**src/rtl/csp_pkg.sv**
```systemverilog
// Shared constants and helpers for the round-robin write arbiter.
package csp_pkg;

  localparam int unsigned CSP_DATA_WIDTH = 32;
  localparam int unsigned CSP_MAX_PORTS  = 16;
  localparam int unsigned CSP_STAT_WIDTH = 32;

  // Ceil-log2 with a floor of 1 so a pointer always has at least one bit.
  function automatic int unsigned csp_clog2(input int unsigned n);
    int unsigned w;
    w = 1;
    while ((32'd1 << w) < n) w++;
    return w;
  endfunction

endpackage

```
**src/rtl/rr_write_arbiter_if.sv**
```systemverilog
// Producer-side ap_fifo write ports plus the shared downstream FIFO write port.
interface rr_write_arbiter_if
  import csp_pkg::*;
#(
  parameter int unsigned NUM_PORTS  = 2,
  parameter int unsigned DATA_WIDTH = CSP_DATA_WIDTH
);

  logic [NUM_PORTS*DATA_WIDTH-1:0] p_write_data;
  logic [NUM_PORTS-1:0]            p_write_request;
  logic [NUM_PORTS-1:0]            p_write_valid;
  logic [DATA_WIDTH-1:0]           channel_write_data;
  logic                            channel_write_request;
  logic                            channel_write_valid;

  // Arbiter view.
  modport master (
    input  p_write_data, p_write_request, channel_write_valid,
    output p_write_valid, channel_write_data, channel_write_request
  );

  // Environment view: producers and FIFO.
  modport slave (
    output p_write_data, p_write_request, channel_write_valid,
    input  p_write_valid, channel_write_data, channel_write_request
  );

endinterface

```
**src/rtl/rr_grant_select.sv**
```systemverilog
// Rotating-priority encoder: first set request at or above ptr, wrapping mod NUM_PORTS.
module rr_grant_select
  import csp_pkg::*;
#(
  parameter int unsigned NUM_PORTS = 2,
  localparam int unsigned PW       = csp_clog2(NUM_PORTS)
) (
  input  logic [NUM_PORTS-1:0] req_i,
  input  logic [PW-1:0]        ptr_i,
  output logic [NUM_PORTS-1:0] gnt_o,
  output logic [PW-1:0]        gnt_idx_o,
  output logic                 any_o
);

  logic [PW:0]   sum;
  logic [PW-1:0] idx;

  // Explicit subtract keeps non-power-of-2 port counts from indexing past the last port.
  always_comb begin
    gnt_o     = '0;
    gnt_idx_o = '0;
    any_o     = 1'b0;
    sum       = '0;
    idx       = '0;
    for (int unsigned k = 0; k < NUM_PORTS; k++) begin
      sum = {1'b0, ptr_i} + (PW+1)'(k);
      if (sum >= (PW+1)'(NUM_PORTS)) sum = sum - (PW+1)'(NUM_PORTS);
      idx = PW'(sum);
      if (!any_o && req_i[idx]) begin
        any_o      = 1'b1;
        gnt_o[idx] = 1'b1;
        gnt_idx_o  = idx;
      end
    end
  end

endmodule

```
**src/rtl/rr_write_arbiter.sv**
```systemverilog
// N-way round-robin merge of ap_fifo producers onto one FIFO write port, one holding slot per port.
// Optional per-port grant and stall counters enabled by defining CSP_ARB_STATS_EN.
module rr_write_arbiter
  import csp_pkg::*;
#(
  parameter int unsigned NUM_PORTS  = 2,
  parameter int unsigned DATA_WIDTH = CSP_DATA_WIDTH
) (
  input  logic               clk,
  input  logic               reset_n,
  rr_write_arbiter_if.master bus
`ifdef CSP_ARB_STATS_EN
  ,
  output logic [NUM_PORTS*CSP_STAT_WIDTH-1:0] stat_grant_count,
  output logic [CSP_STAT_WIDTH-1:0]           stat_stall_count
`endif
);

  localparam int unsigned PW = csp_clog2(NUM_PORTS);

  typedef logic [NUM_PORTS-1:0][DATA_WIDTH-1:0] slot_arr_t;

  logic [NUM_PORTS-1:0] occ_q, occ_d;
  slot_arr_t            slot_q, slot_d;
  logic [PW-1:0]        rr_ptr_q, rr_ptr_d;

  slot_arr_t            p_data_c;
  logic [NUM_PORTS-1:0] cap_c;
  logic [NUM_PORTS-1:0] gnt_c;
  logic [PW-1:0]        gnt_idx_c;
  logic                 any_occ_c;
  logic                 issue_c;
  logic [PW-1:0]        cap_idx;

  assign p_data_c = bus.p_write_data;
  // A request while the slot is occupied is a protocol error and is dropped here.
  assign cap_c    = bus.p_write_request & ~occ_q;
  assign issue_c  = any_occ_c & bus.channel_write_valid;

  rr_grant_select #(
    .NUM_PORTS (NUM_PORTS)
  ) u_grant_select (
    .req_i     (occ_q),
    .ptr_i     (rr_ptr_q),
    .gnt_o     (gnt_c),
    .gnt_idx_o (gnt_idx_c),
    .any_o     (any_occ_c)
  );

  // Slot, occupancy and pointer next-state.
  always_comb begin
    slot_d   = slot_q;
    occ_d    = (occ_q & ~(issue_c ? gnt_c : '0)) | cap_c;
    rr_ptr_d = rr_ptr_q;
    cap_idx  = '0;
    for (int unsigned k = 0; k < NUM_PORTS; k++) begin
      cap_idx = PW'(k);
      if (cap_c[cap_idx]) slot_d[cap_idx] = p_data_c[cap_idx];
    end
    if (issue_c) begin
      rr_ptr_d = (gnt_idx_c == PW'(NUM_PORTS - 1)) ? '0 : gnt_idx_c + PW'(1);
    end
  end

  always_ff @(posedge clk or negedge reset_n) begin
    if (!reset_n) begin
      occ_q    <= '0;
      slot_q   <= '0;
      rr_ptr_q <= '0;
    end else begin
      occ_q    <= occ_d;
      slot_q   <= slot_d;
      rr_ptr_q <= rr_ptr_d;
    end
  end

  assign bus.p_write_valid         = ~occ_q;
  assign bus.channel_write_request = issue_c;
  assign bus.channel_write_data    = issue_c ? slot_q[gnt_idx_c] : '0;

`ifdef CSP_ARB_STATS_EN
  localparam logic [CSP_STAT_WIDTH-1:0] STAT_MAX = '1;

  logic [NUM_PORTS-1:0][CSP_STAT_WIDTH-1:0] grant_cnt_q, grant_cnt_d;
  logic [CSP_STAT_WIDTH-1:0]                stall_cnt_q, stall_cnt_d;

  // Saturating observers; they only watch the datapath.
  always_comb begin
    grant_cnt_d = grant_cnt_q;
    stall_cnt_d = stall_cnt_q;
    if (issue_c && (grant_cnt_q[gnt_idx_c] != STAT_MAX)) begin
      grant_cnt_d[gnt_idx_c] = grant_cnt_q[gnt_idx_c] + CSP_STAT_WIDTH'(1);
    end
    if (any_occ_c && !bus.channel_write_valid && (stall_cnt_q != STAT_MAX)) begin
      stall_cnt_d = stall_cnt_q + CSP_STAT_WIDTH'(1);
    end
  end

  always_ff @(posedge clk or negedge reset_n) begin
    if (!reset_n) begin
      grant_cnt_q <= '0;
      stall_cnt_q <= '0;
    end else begin
      grant_cnt_q <= grant_cnt_d;
      stall_cnt_q <= stall_cnt_d;
    end
  end

  assign stat_grant_count = grant_cnt_q;
  assign stat_stall_count = stall_cnt_q;
`endif

endmodule
```
**src/flat_wrapper.sv**
```systemverilog
// flat-port wrapper written by rule: the top's interface ports become plain ports
module rr_write_arbiter_flat import csp_pkg::*;
#(
  parameter int unsigned NUM_PORTS  = 2,
  parameter int unsigned DATA_WIDTH = CSP_DATA_WIDTH
)
  (clk, reset_n, bus_p_write_data, bus_p_write_request, bus_channel_write_valid, bus_p_write_valid, bus_channel_write_data, bus_channel_write_request);
  rr_write_arbiter_if #(.NUM_PORTS(NUM_PORTS), .DATA_WIDTH(DATA_WIDTH)) bus_i ();
  input  logic clk;
  input  logic reset_n;
  input wire logic [$bits(bus_i.p_write_data)-1:0] bus_p_write_data;
  input wire logic [$bits(bus_i.p_write_request)-1:0] bus_p_write_request;
  input wire logic [$bits(bus_i.channel_write_valid)-1:0] bus_channel_write_valid;
  output wire logic [$bits(bus_i.p_write_valid)-1:0] bus_p_write_valid;
  output wire logic [$bits(bus_i.channel_write_data)-1:0] bus_channel_write_data;
  output wire logic [$bits(bus_i.channel_write_request)-1:0] bus_channel_write_request;
  assign bus_i.p_write_data = bus_p_write_data;
  assign bus_i.p_write_request = bus_p_write_request;
  assign bus_i.channel_write_valid = bus_channel_write_valid;
  assign bus_p_write_valid = bus_i.p_write_valid;
  assign bus_channel_write_data = bus_i.channel_write_data;
  assign bus_channel_write_request = bus_i.channel_write_request;
  rr_write_arbiter #(.NUM_PORTS(NUM_PORTS), .DATA_WIDTH(DATA_WIDTH)) u_core (.clk(clk), .reset_n(reset_n), .bus(bus_i));
endmodule
```
**config.mk**
```make
export PLATFORM = sky130hd
export DESIGN_NAME = rr_write_arbiter_flat
export DESIGN_NICKNAME = d
export VERILOG_FILES = /design/src/rtl/csp_pkg.sv /design/src/rtl/rr_write_arbiter_if.sv /design/src/rtl/rr_grant_select.sv /design/src/rtl/rr_write_arbiter.sv /design/src/flat_wrapper.sv
export SDC_FILE = /design/constraint.sdc
export NUM_CORES = 1
export LEC_CHECK = 0
export ABC_AREA = 1
export CAP_MARGIN = 20
export CORE_ASPECT_RATIO = 0.75
export CORE_MARGIN = 3
export CORE_UTILIZATION = 42
export DETAILED_ROUTE_END_ITERATION = 6
export PLACE_DENSITY = 0.85
export RECOVER_POWER = 25
export SETUP_SLACK_MARGIN = 0.3
export SLEW_MARGIN = 20
export SYNTH_ARGS = -nofsm -noshare
export SYNTH_HDL_FRONTEND = slang
export SYNTH_SLANG_ARGS = --single-unit
```
**constraint.sdc**
```tcl
create_clock -name clk -period 1.2 [get_ports clk]
set_input_delay 0.24 -clock clk [delete_from_list [all_inputs] [get_ports clk]]
set_output_delay 0.24 -clock clk [all_outputs]
set_load 0.01 [all_outputs]
```
==> impl_metrics.json <==
{
  "width_of_the_die_um": 106,
  "antenna_cells_inserted": 0,
  "core_region_area_sq_um": 7060,
  "synthesis.area_sq_um": 3180,
  "violations": "setup timing",
  "seq_area_frac_synth_pct": 52.8,
  "final.period_utilization_pct": 160,
  "finalMaxSlewViolations": 0,
  "cts_sinks": 67,
  "drcViolationCount": 0,
  "ir_worst_vdd_uv": 1220,
  "dr.first_iter.drc_count": 404,
  "syn_inst": 401,
  "floorplan.rows": 26,
  "slew-limit-headroom_pct": 43.1,
  "io_buffer_count": 103,
  "clockBufferDepth": 2,
  "detail_placement_hpwl_um": 6550,
  "ant_nets": 0,
  "drive_above_1_share_pct": 39.4,
  "clock_tree.htree_level_count": 3,
  "tightest_slew_ns": 0.854,
  "mean_number_of_vias_per_cell": 5.86,
  "utilization_pct": 78.1,
  "path_class": "register to output port",
  "synthesis.area_per_instance_sq_um": 7.92,
  "syn_to_final_growth_pct": 73.5,
  "mostFrequentLayoutCell": "nand2_1",
  "timing.fmax_mhz": 520,
  "fin_crit_ns": 1.92,
  "worst-endpoint-required_ns": 0.96,
  "leakage_component_of_the_power_uw": 0.00275,
  "number_of_storage_elements_in_the_synthesis_netlist": 67,
  "design.die.area_sq_um": 8650,
  "mappedNetlistNets": 470,
  "run_status": "complete, but fails checks",
  "via_count": 3787,
  "post_dp_cell_area_sq_um": 4410,
  "num_io_pins": 104,
  "antenna_found_initial": 0,
  "report.final.setup_viol": 101,
  "area_used_by_multi_input_combinational_logic_sq_um": 1840,
  "globalRouteOverflowTotal": 0,
  "dr.pass1.iters": 7,
  "drt-wirelength-per-cell_um": 21.7,
  "synthDistinctLibCells": 15,
  "rsz0062_at_grt": "yes",
  "postLayoutCellArea_sq_um": 5510,
  "layout.area.seq_sq_um": 1680,
  "mostFrequentLayoutCells": "nand2_1 (116), nand3_1 (76), nand2_2 (67)",
  "insertion_delay_ns": 0.34,
  "clkTransAtPathRegs_ns": 0.07,
  "cp_max_fo": 13,
  "finalWeightedCongestion": 0.843,
  "first_global_vias": 3558,
  "ys_warn_count": 0,
  "power.density_nw_per_um2": 2600,
  "grt_use_total_pct": 28.9,
  "max-cap-violations": 0,
  "postRouteWirelength_um": 14000,
  "numCtsBuffers": 9,
  "clock_tree.root_cell": "clkbuf_8",
  "cts_tree": "done",
  "final_hold_viol_count": 0,
  "starting_utilization_of_the_core_area_pct": 45.0,
  "fp.dieH_um": 81.3,
  "post-route-worst-setup-slack_ns": -0.724,
  "maximum_number_of_pins_on_one_net_before_global_route_repair": 33,
  "setup.worst_path.start_class": "register",
  "power.total_uw": 14300,
  "hp-class": "input port to register",
  "timing.clock.skew_ns": 0.00711,
  "wire_length_of_the_first_global_routing_pass_um": 18900,
  "layout.nets": 612,
  "crit_path_end_kind": "output port",
  "worstPathArrival_ns": 1.68,
  "count_of_filler_cells_inserted_in_the_layout": 420
}
==> synthesized netlist by cell type <==
library cell  instances  share of area, %
inv_2                 3              0.35
buf_4                 4              0.95
nand3_1              96                15
nand2_1             195                23
buf_2                11               1.7
o21ai_0               2              0.32
nor2_1                2              0.24
buf_1                 1              0.12
nor2_8                2               1.3
dfrtp_1              67                53
nand2_4               1              0.35
buf_6                 6               2.1
nand2_2               3              0.59
clkbuf_1              7              0.83
nor2_2                1              0.20
==> kinds of logic (layout without fill, tap and decap cells) <==
logic type	after synthesis	count (layout)	share of synthesized area, %
simple gates	300	307	40.8
flops	67	67	52.8
buf+inv	32	172	6.10
compound gates	2	2	0.315
==> critical path: stages, from the launching register on <==
cell and delay [ns]:
dfrtp_1 0.43, buf_4 0.15, nor2_4 0.04, nor2_8 0.17, buf_12 0.18, nand3_2 0.09
nand2_1 0.11, buf_2 0.15
==> flip-flops by register name, indices dropped and copies added (netlist names) <==
register         count
u_core.slot_q       64
u_core.rr_ptr_q      1
u_core.occ_q         2
==> stage by stage <==
stage	std cells	worst slack, ns	setup TNS (ns)	hold slack [ns]
floorplan	401	-0.0446	-1.12	-0.0556
global placement	593	-0.891	-51.30	0.141
detailed placement	593	-0.910	-53.46	0.155
CTS	638	-0.608	-23.80	0.330
global route	646	-0.752	-43.28	0.455
finish	646	-0.724	-38.85	0.445
==> area by class of cell <==
type | count | share of cell area, %
Tap cell | 98 | 2.22
Sequential cell | 67 | 30.4
Clock buffer | 14 | 2.95
Inverter | 3 | 0.477
Multi-Input combinational cell | 309 | 33.5
Timing Repair Buffer | 153 | 30.3
Clock inverter | 2 | 0.182
==> power by group <==
part | total (uW) | internal [uW] | switching [uW]
clock | 1730 | 861 | 866
combinational | 8160 | 3870 | 4290
sequential | 4450 | 3340 | 1100
total | 14300 | 8070 | 6260
==> per-layer routing <==
layer  vias up  wire length [um]  GRT usage, %
met2       331              6710          48.2
met4         0               508          9.96
met1      1805              5150          37.1
met5         -                 0             0
li1       1590                 -             -
met3        61              1680          7.47
==> path summary, 6_finish.rpt <==
kind                                      startpoint                   endpoint  slack [ns]  cells past startpoint
worst max-delay path                 u_core.occ_q[1]  bus_channel_write_data[4]       -0.72                      7
worst max register to register       u_core.occ_q[0]          u_core.slot_q[23]       -0.31                      8
max in group asynchronous                    reset_n            u_core.occ_q[0]        0.01                      3
worst min-delay path            bus_p_write_data[11]          u_core.slot_q[11]        0.44                      3
min in group asynchronous                    reset_n          u_core.slot_q[52]        0.49                      2
worst min register to register     u_core.slot_q[63]          u_core.slot_q[63]        0.48                      2
==> what timing repair did <==
item | CTS | global route
endpoints found under the hold margin | 8 | 0
pin swaps | 25 | 24
setup buffers | 15 | 3
resized for setup | 268 | 44
setup endpoints to repair | 102 | 103
gates cloned | 13 | 5
hold buffers | 1 | 0
No activity file was read; power rests on OpenSTA's default activity.
